## src/rtl/v_pipe_update_mc.sv

```systemverilog
// ============================================================================
// Module   : v_pipe_update_mc
// Brief    : 4-stage read-modify-write pipe maintaining per-product sorted
//            key/size lists in an external synchronous state RAM.
// Revision : 1.0
// ============================================================================
`default_nettype none

module v_pipe_update_mc #(
  parameter int ID_W      = 4,
  parameter int KEY_W     = 16,
  parameter int SIZE_W    = 16,
  parameter int N         = 4,
  parameter bit SORT_DESC = 1'b1
) (
  input  logic                           clk,
  input  logic                           rst_n,
  input  logic                           i_upd_vld,
  input  logic [ID_W-1:0]                i_upd_prod_id,
  input  logic [2:0]                     i_upd_cmd,
  input  logic [KEY_W-1:0]               i_upd_key,
  input  logic [SIZE_W-1:0]              i_upd_size,
  output logic                           o_state_ren,
  output logic [ID_W-1:0]                o_state_raddr,
  input  logic [N*(1+KEY_W+SIZE_W)-1:0]  i_state_rdata,
  output logic                           o_state_wen_r,
  output logic [ID_W-1:0]                o_state_waddr_r,
  output logic [N*(1+KEY_W+SIZE_W)-1:0]  o_state_wdata_r,
  output logic                           o_lv0_vld_r,
  output logic [ID_W-1:0]                o_lv0_prod_id_r,
  output logic [KEY_W-1:0]               o_lv0_key_r,
  output logic [SIZE_W-1:0]              o_lv0_size_r,
  output logic                           o_err_vld_r,
  output logic [1:0]                     o_err_code_r,
  output logic                           o_s1_upd_vld_r,
  output logic [ID_W-1:0]                o_s1_upd_prod_id_r,
  output logic                           o_s2_upd_vld_r,
  output logic [ID_W-1:0]                o_s2_upd_prod_id_r,
  output logic                           o_s3_upd_vld_r,
  output logic [ID_W-1:0]                o_s3_upd_prod_id_r,
  output logic                           o_s4_upd_vld_r,
  output logic [ID_W-1:0]                o_s4_upd_prod_id_r
);

  localparam int c_EW  = 1 + KEY_W + SIZE_W;
  localparam int c_LW  = N * c_EW;
  localparam int c_VB  = c_EW - 1;
  localparam int c_KHI = KEY_W + SIZE_W - 1;
  localparam int c_CW  = $clog2(N + 1);

  localparam logic [2:0] c_CMD_NOP     = 3'd0;
  localparam logic [2:0] c_CMD_CLEAR   = 3'd1;
  localparam logic [2:0] c_CMD_ADD     = 3'd2;
  localparam logic [2:0] c_CMD_DEL     = 3'd3;
  localparam logic [2:0] c_CMD_REPLACE = 3'd4;

  localparam logic [1:0] c_ERR_FULL    = 2'd1;
  localparam logic [1:0] c_ERR_DELMISS = 2'd2;
  localparam logic [1:0] c_ERR_ILLEGAL = 2'd3;

  logic              r_s1_vld, r_s2_vld, r_s3_vld, r_s4_vld;
  logic [ID_W-1:0]   r_s1_prod, r_s2_prod, r_s3_prod, r_s4_prod;
  logic [2:0]        r_s1_cmd, r_s2_cmd, r_s3_cmd;
  logic [KEY_W-1:0]  r_s1_key, r_s2_key, r_s3_key;
  logic [SIZE_W-1:0] r_s1_size, r_s2_size, r_s3_size;
  logic [c_LW-1:0]   r_s3_state;

  logic              r_h1_vld, r_h2_vld;
  logic [ID_W-1:0]   r_h1_addr, r_h2_addr;
  logic [c_LW-1:0]   r_h1_data, r_h2_data;

  logic [c_LW-1:0]   w_src;
  logic [c_LW-1:0]   w_wdata;
  logic [c_EW-1:0]   w_cur [N];
  logic [c_EW-1:0]   w_nxt [N];
  logic [c_EW-1:0]   w_up  [N];
  logic [c_EW-1:0]   w_dn  [N];
  logic [c_EW-1:0]   w_new_ent;
  logic              w_hit;
  logic [c_CW-1:0]   w_midx, w_pos, w_cnt;
  logic [SIZE_W-1:0] w_msize, w_newsz;
  logic [SIZE_W:0]   w_sum;
  logic              w_ins, w_rem, w_setsz, w_clr;
  logic              w_do_wr, w_err, w_lv0;
  logic [1:0]        w_ecode;

  assign o_state_ren        = r_s1_vld;
  assign o_state_raddr      = r_s1_prod;
  assign o_s1_upd_vld_r     = r_s1_vld;
  assign o_s1_upd_prod_id_r = r_s1_prod;
  assign o_s2_upd_vld_r     = r_s2_vld;
  assign o_s2_upd_prod_id_r = r_s2_prod;
  assign o_s3_upd_vld_r     = r_s3_vld;
  assign o_s3_upd_prod_id_r = r_s3_prod;
  assign o_s4_upd_vld_r     = r_s4_vld;
  assign o_s4_upd_prod_id_r = r_s4_prod;

  // Control path and output registers: async reset kills in-flight ops.
  always_ff @(posedge clk or negedge rst_n) begin
    if (!rst_n) begin
      r_s1_vld        <= 1'b0;
      r_s2_vld        <= 1'b0;
      r_s3_vld        <= 1'b0;
      r_s4_vld        <= 1'b0;
      r_s1_prod       <= '0;
      r_s2_prod       <= '0;
      r_s3_prod       <= '0;
      r_s4_prod       <= '0;
      r_h1_vld        <= 1'b0;
      r_h2_vld        <= 1'b0;
      o_state_wen_r   <= 1'b0;
      o_state_waddr_r <= '0;
      o_state_wdata_r <= '0;
      o_lv0_vld_r     <= 1'b0;
      o_lv0_prod_id_r <= '0;
      o_lv0_key_r     <= '0;
      o_lv0_size_r    <= '0;
      o_err_vld_r     <= 1'b0;
      o_err_code_r    <= '0;
    end else begin
      r_s1_vld <= i_upd_vld;
      r_s2_vld <= r_s1_vld;
      r_s3_vld <= r_s2_vld;
      r_s4_vld <= r_s3_vld;
      if (i_upd_vld) r_s1_prod <= i_upd_prod_id;
      if (r_s1_vld)  r_s2_prod <= r_s1_prod;
      if (r_s2_vld)  r_s3_prod <= r_s2_prod;
      if (r_s3_vld)  r_s4_prod <= r_s3_prod;
      o_state_wen_r <= r_s3_vld & w_do_wr;
      o_lv0_vld_r   <= r_s3_vld & w_lv0;
      o_err_vld_r   <= r_s3_vld & w_err;
      if (r_s3_vld) begin
        o_state_waddr_r <= r_s3_prod;
        o_state_wdata_r <= w_wdata;
        o_lv0_prod_id_r <= r_s3_prod;
        o_lv0_key_r     <= w_nxt[0][c_VB] ? w_nxt[0][c_KHI -: KEY_W] : '0;
        o_lv0_size_r    <= w_nxt[0][c_VB] ? w_nxt[0][SIZE_W-1:0] : '0;
        o_err_code_r    <= w_ecode;
      end
      r_h1_vld <= o_state_wen_r;
      r_h2_vld <= r_h1_vld;
    end
  end

  always_ff @(posedge clk) begin
    if (i_upd_vld) begin
      r_s1_cmd  <= i_upd_cmd;
      r_s1_key  <= i_upd_key;
      r_s1_size <= i_upd_size;
    end
    if (r_s1_vld) begin
      r_s2_cmd  <= r_s1_cmd;
      r_s2_key  <= r_s1_key;
      r_s2_size <= r_s1_size;
    end
    if (r_s2_vld) begin
      r_s3_cmd   <= r_s2_cmd;
      r_s3_key   <= r_s2_key;
      r_s3_size  <= r_s2_size;
      r_s3_state <= i_state_rdata;
    end
    if (o_state_wen_r) begin
      r_h1_addr <= o_state_waddr_r;
      r_h1_data <= o_state_wdata_r;
    end
    if (r_h1_vld) begin
      r_h2_addr <= r_h1_addr;
      r_h2_data <= r_h1_data;
    end
  end

  // Writes issued in the three cycles after the S1 read are not yet in
  // rdata; take the newest one for this product.
  always_comb begin
    w_src = r_s3_state;
    if (o_state_wen_r && (o_state_waddr_r == r_s3_prod))
      w_src = o_state_wdata_r;
    else if (r_h1_vld && (r_h1_addr == r_s3_prod))
      w_src = r_h1_data;
    else if (r_h2_vld && (r_h2_addr == r_s3_prod))
      w_src = r_h2_data;
  end

  always_comb begin
    w_hit     = 1'b0;
    w_midx    = '0;
    w_pos     = '0;
    w_cnt     = '0;
    w_msize   = '0;
    w_newsz   = '0;
    w_ins     = 1'b0;
    w_rem     = 1'b0;
    w_setsz   = 1'b0;
    w_clr     = 1'b0;
    w_do_wr   = 1'b0;
    w_err     = 1'b0;
    w_ecode   = '0;
    w_new_ent = {1'b1, r_s3_key, r_s3_size};
    w_wdata   = '0;

    for (int i = 0; i < N; i++) begin
      w_cur[i] = w_src[i*c_EW +: c_EW];
    end
    for (int i = 0; i < N; i++) begin
      if (w_cur[i][c_VB]) begin
        w_cnt = w_cnt + c_CW'(1);
        if (w_cur[i][c_KHI -: KEY_W] == r_s3_key) begin
          w_hit   = 1'b1;
          w_midx  = c_CW'(i);
          w_msize = w_cur[i][SIZE_W-1:0];
        end
        // Insert position = number of valid entries ranking ahead of the key
        if (SORT_DESC ? (w_cur[i][c_KHI -: KEY_W] > r_s3_key)
                      : (w_cur[i][c_KHI -: KEY_W] < r_s3_key))
          w_pos = w_pos + c_CW'(1);
      end
    end

    w_dn[0]   = '0;
    w_up[N-1] = '0;
    for (int i = 1; i < N; i++) w_dn[i] = w_cur[i-1];
    for (int i = 0; i < N - 1; i++) w_up[i] = w_cur[i+1];

    w_sum = {1'b0, w_msize} + {1'b0, r_s3_size};

    case (r_s3_cmd)
      c_CMD_NOP: ;
      c_CMD_CLEAR: begin
        w_clr   = 1'b1;
        w_do_wr = 1'b1;
      end
      c_CMD_ADD, c_CMD_REPLACE: begin
        if (w_hit) begin
          w_do_wr = 1'b1;
          if (r_s3_cmd == c_CMD_ADD) begin
            w_setsz = 1'b1;
            w_newsz = w_sum[SIZE_W] ? '1 : w_sum[SIZE_W-1:0];
          end else if (r_s3_size == '0) begin
            w_rem = 1'b1;
          end else begin
            w_setsz = 1'b1;
            w_newsz = r_s3_size;
          end
        end else if ((w_cnt == c_CW'(N)) && (w_pos == c_CW'(N))) begin
          w_err   = 1'b1;
          w_ecode = c_ERR_FULL;
        end else begin
          w_ins   = 1'b1;
          w_do_wr = 1'b1;
          if (w_cnt == c_CW'(N)) begin
            w_err   = 1'b1;
            w_ecode = c_ERR_FULL;
          end
        end
      end
      c_CMD_DEL: begin
        if (w_hit) begin
          w_do_wr = 1'b1;
          if (w_msize <= r_s3_size) begin
            w_rem = 1'b1;
          end else begin
            w_setsz = 1'b1;
            w_newsz = w_msize - r_s3_size;
          end
        end else begin
          w_err   = 1'b1;
          w_ecode = c_ERR_DELMISS;
        end
      end
      default: begin
        w_err   = 1'b1;
        w_ecode = c_ERR_ILLEGAL;
      end
    endcase

    for (int i = 0; i < N; i++) begin
      w_nxt[i] = w_cur[i];
      if (w_clr) begin
        w_nxt[i] = '0;
      end else if (w_ins) begin
        if (c_CW'(i) == w_pos)     w_nxt[i] = w_new_ent;
        else if (c_CW'(i) > w_pos) w_nxt[i] = w_dn[i];
      end else if (w_rem) begin
        if (c_CW'(i) >= w_midx)    w_nxt[i] = w_up[i];
      end else if (w_setsz && (c_CW'(i) == w_midx)) begin
        w_nxt[i][SIZE_W-1:0] = w_newsz;
      end
      w_wdata[i*c_EW +: c_EW] = w_nxt[i];
    end

    w_lv0 = w_do_wr && (w_nxt[0] != w_cur[0]);
  end

endmodule

`default_nettype wire

```

## config.mk

```make
export PLATFORM = sky130hd
export DESIGN_NAME = v_pipe_update_mc
export DESIGN_NICKNAME = d
export VERILOG_FILES = /design/src/rtl/v_pipe_update_mc.sv
export SDC_FILE = /design/constraint.sdc
export NUM_CORES = 2
export LEC_CHECK = 0
export CORE_ASPECT_RATIO = 0.9
export CORE_MARGIN = 2
export CORE_UTILIZATION = 35
export CTS_CLUSTER_SIZE = 20
export DETAILED_ROUTE_END_ITERATION = 16
export SLEW_MARGIN = 30
export SYNTH_ARGS = -nofsm -noshare
export SYNTH_HDL_FRONTEND = slang
export SYNTH_SLANG_ARGS = --single-unit
```

## constraint.sdc

```tcl
create_clock -name clk -period 18.5 [get_ports clk]
set_clock_uncertainty 0.1 [all_clocks]
set_input_delay 3.7 -clock clk [delete_from_list [all_inputs] [get_ports clk]]
set_output_delay 3.7 -clock clk [all_outputs]
set_load 0.05 [all_outputs]
```

==> impl_metrics.env <==
export IMPL_crit_buf_inv=3
export IMPL_synth_edf_count=509
export IMPL_status="finished, final reports clean"
export IMPL_syn_cell_area_mm2=0.0366
export IMPL_grt_pass1_vias=30800
export IMPL_min_path_type="register to register"
export IMPL_ys_warn_count=0
export IMPL_cts_sinks=700
export IMPL_clk_pin_slew_ns=0.06
export IMPL_wl_um=161000
export IMPL_critPathArrivalTime_ns=13.27
export IMPL_async_flop_share=0.273
export IMPL_grtUsageTotal=0.292
export IMPL_fin_nets=4117
export IMPL_worst_slew_pin_slew_ns=1.14
export IMPL_gp_congestion=1.01
export IMPL_cp_startpoint="o_s3_upd_prod_id_r[1]"
export IMPL_grt_first_pass_wirelength_um=227000
export IMPL_syn2layout_area_growth_pct=22.7
export IMPL_antenna_left=0
export IMPL_max_stage_delay_ns=0.92
export IMPL_cts_tree="done"
export IMPL_maxCapViolCount=0
export IMPL_ys_types=107
export IMPL_die_w_um=345
export IMPL_ys_ff_latch=700
export IMPL_cpMostUsedCell="a21oi_1"
export IMPL_synthFlopType="edfxtp_1"
export IMPL_num_vias=32100
export IMPL_slew_headroom=0.234
export IMPL_finalSetupTns_ns=0
export IMPL_first_iter_violations=4176
export IMPL_clk_latency_ns=0.68
export IMPL_fillers=9938
export IMPL_htreeDepth=3
export IMPL_cts_hold_buf=0
export IMPL_io_pins=376
export IMPL_dieArea_mm2=0.107
export IMPL_worst_ep_required_time_ns=18.95
export IMPL_row_count=112
export IMPL_endpoint_kind="register"
export IMPL_post_route_drc_count=0
export IMPL_post_cts_setup_buffer_count=0
export IMPL_post_cts_resized=0
export IMPL_fmax_mhz=78.1
export IMPL_syn_area_per_cell_um2=10.4
export IMPL_clock_path_buffers=3
export IMPL_worstSetupPathType="register to register"
export IMPL_path_depth=33
export IMPL_drive_gt1_frac=0.0928
export IMPL_worstPathMaxFanout=52
export IMPL_syn_nets=3789
export IMPL_hold_start="r_s2_size[0]"
export IMPL_dp_hpwl_um=117000
export IMPL_root_buffer="clkbuf_16"
export IMPL_fin_hold_ws_ns=0.306
export IMPL_netlist_instances=3511
export IMPL_gr_total_overflow=0
export IMPL_worstReg2RegEnd="o_lv0_vld_r"
export IMPL_slowest_stage="and2_0"
export IMPL_coreArea_mm2=0.104
export IMPL_powerDensity_mw_per_mm2=110
export IMPL_hold_violations=0
export IMPL_die_h_um=311
export IMPL_antenna_found_initial=7
export IMPL_drtPass1Iterations=8
export IMPL_peakVddDrop_uv=71.2
export IMPL_maxSlewViolCount=0
export IMPL_worstSetupStartpointType="register"
export IMPL_path_delay_family="compound AO/OA/AOI/OAI gates"
export IMPL_endpoint="o_lv0_vld_r"
export IMPL_via_per_inst=6.10
export IMPL_port_buffers=375
export IMPL_final_min_clock_period_ns=12.81
export IMPL_cts_inserted_buffers=77
export IMPL_grt_max_degree=120
export IMPL_final_setup_viol_count=0
export IMPL_r2r_start="o_s3_upd_prod_id_r[1]"
export IMPL_r2r_slack_ns=5.69
export IMPL_initial_core_util=0.353
export IMPL_rsz0062_at_grt="false"
export IMPL_wl_per_cell_um=30.6
export IMPL_ff2ff_path_depth=33
export IMPL_seq_area_frac_synth=0.548
export IMPL_p_leak_nw=16.8
export IMPL_finalCritPeriodShare=0.692
area by class of cell:
class | count | area (µm²) | share of cell area
Timing Repair Buffer | 511 | 4820 | 0.107
Inverter | 158 | 596 | 0.0133
Clock buffer | 109 | 2220 | 0.0494
Multi-Input combinational cell | 2391 | 15100 | 0.336
Sequential cell | 700 | 20100 | 0.447
Tap cell | 1368 | 1710 | 0.0381
Clock inverter | 33 | 405 | 0.00902
Antenna cell | 1 | 2.50 | 0.0000557
per-stage QoR:
| step | std cells | total power, mW | utilization | setup slack [ns] | instance area, µm² |
|---|---|---|---|---|---|
| after floorplan | 3511 | 2.75 | - | 4.95 | 36600 |
| after global placement | 5127 | 3.32 | 0.407 | 6.10 | 42200 |
| after detailed placement | 5127 | 3.32 | 0.408 | 6.24 | 42300 |
| after CTS | 5269 | 4.93 | 0.433 | 6.14 | 44900 |
| after global routing | 5270 | 5.09 | 0.433 | 5.15 | 44900 |
| final | 5271 | 4.93 | 0.433 | 5.69 | 44900 |
worst min-delay path by stage:
stage / depth (start not counted) / to / slack [ns]
3_5_place_dp: 0 / r_s2_key[1] / 0.30
5_1_grt: 0 / r_s3_size[0] / 0.32
3_3_place_gp: 0 / r_s3_cmd[0] / 0.30
6_report: 0 / r_s3_size[0] / 0.31
2_1_floorplan: 0 / r_s2_cmd[0] / 0.30
4_1_cts: 0 / r_s3_size[0] / 0.31
synthesized netlist by cell type, types with 19 or more instances:
library cell  count  area [µm²]
inv_1           156         586
nand3_1          51         255
a21o_1           31         233
a21oi_1         326        1630
a311oi_1        104         911
o2bb2ai_1        57         499
a22o_1           45         394
a221oi_1         37         324
nand2_1         422        1580
buf_1            35         131
nor2_1          293        1100
o221ai_1         19         166
a22oi_1          38         285
nand4_1          27         169
and2_1           22         138
o211ai_1         41         308
xnor2_1          20         175
nor4_1           28         175
mux2_2           27         304
edfxtp_1        509       15300
nor3_1           32         160
clkbuf_1        196         736
o21ai_0         173         866
nor2b_1          23         144
ha_1            102        1280
dfrtp_1         191        4780
o22ai_1          51         319
a211oi_1        123         923
a31oi_1          39         244
layout by cell type, fill, tap and decap left out, types with 37 or more instances in the layout:
master and instances:
a22o_1 45, inv_1 155, a21oi_1 325, nand2_1 418
a311oi_1 102, a221oi_1 37, nor2_1 289, o211ai_1 41
a211oi_1 123, a31oi_1 39, clkbuf_16 80, o21ai_0 172
ha_1 102, dfrtp_1 186, buf_4 132, clkdlybuf4s50_1 373
o2bb2ai_1 57, nand3_1 51, a22oi_1 38, edfxtp_1 509
o22ai_1 51
report_power, final:
| group | internal [mW] | switching, mW |
|---|---|---|
| sequential | 1.85 | 0.153 |
| combinational | 0.412 | 0.909 |
| clock | 0.942 | 0.662 |
| total | 3.20 | 1.72 |
metal layers:
layer	GRT usage	vias to the layer above	share of wire
met2	0.451	1825	0.45
li1	-	14000	-
met1	0.391	15900	0.40
met3	0.0674	403	0.094
met4	0.129	8	0.050
met5	0	-	0.00025
flip-flops by register name, indices dropped and copies added (netlist names), 2 cells and up:
| name | flops |
|---|---|
| r_s3_cmd | 3 |
| r_s2_size | 16 |
| r_s3_state | 132 |
| r_s1_size | 16 |
| o_s2_upd_prod_id_r | 4 |
| o_lv0_size_r | 16 |
| r_s2_cmd | 3 |
| r_h2_addr | 4 |
| r_s1_cmd | 3 |
| r_s1_key | 16 |
| o_lv0_key_r | 16 |
| r_s2_key | 16 |
| r_s3_key | 16 |
| o_state_wdata_r | 132 |
| r_h1_addr | 4 |
| o_s4_upd_prod_id_r | 4 |
| r_h1_data | 132 |
| r_h2_data | 132 |
| o_err_code_r | 2 |
| r_s3_size | 16 |
| o_s3_upd_prod_id_r | 4 |
| o_s1_upd_prod_id_r | 4 |
cells by family after synthesis:
| group | Yosys count | share of synthesized area |
|---|---|---|
| AOI/OAI and AO/OA | 1240 | 0.233 |
| and+or+nand+nor | 978 | 0.118 |
| DFF | 700 | 0.548 |
| buffers and inverters | 420 | 0.0451 |
| adders and majority gates | 104 | 0.0360 |
| muxes | 36 | 0.0109 |
| xor gates and xnor gates | 33 | 0.00889 |
Power figures use the tool's default switching activity.
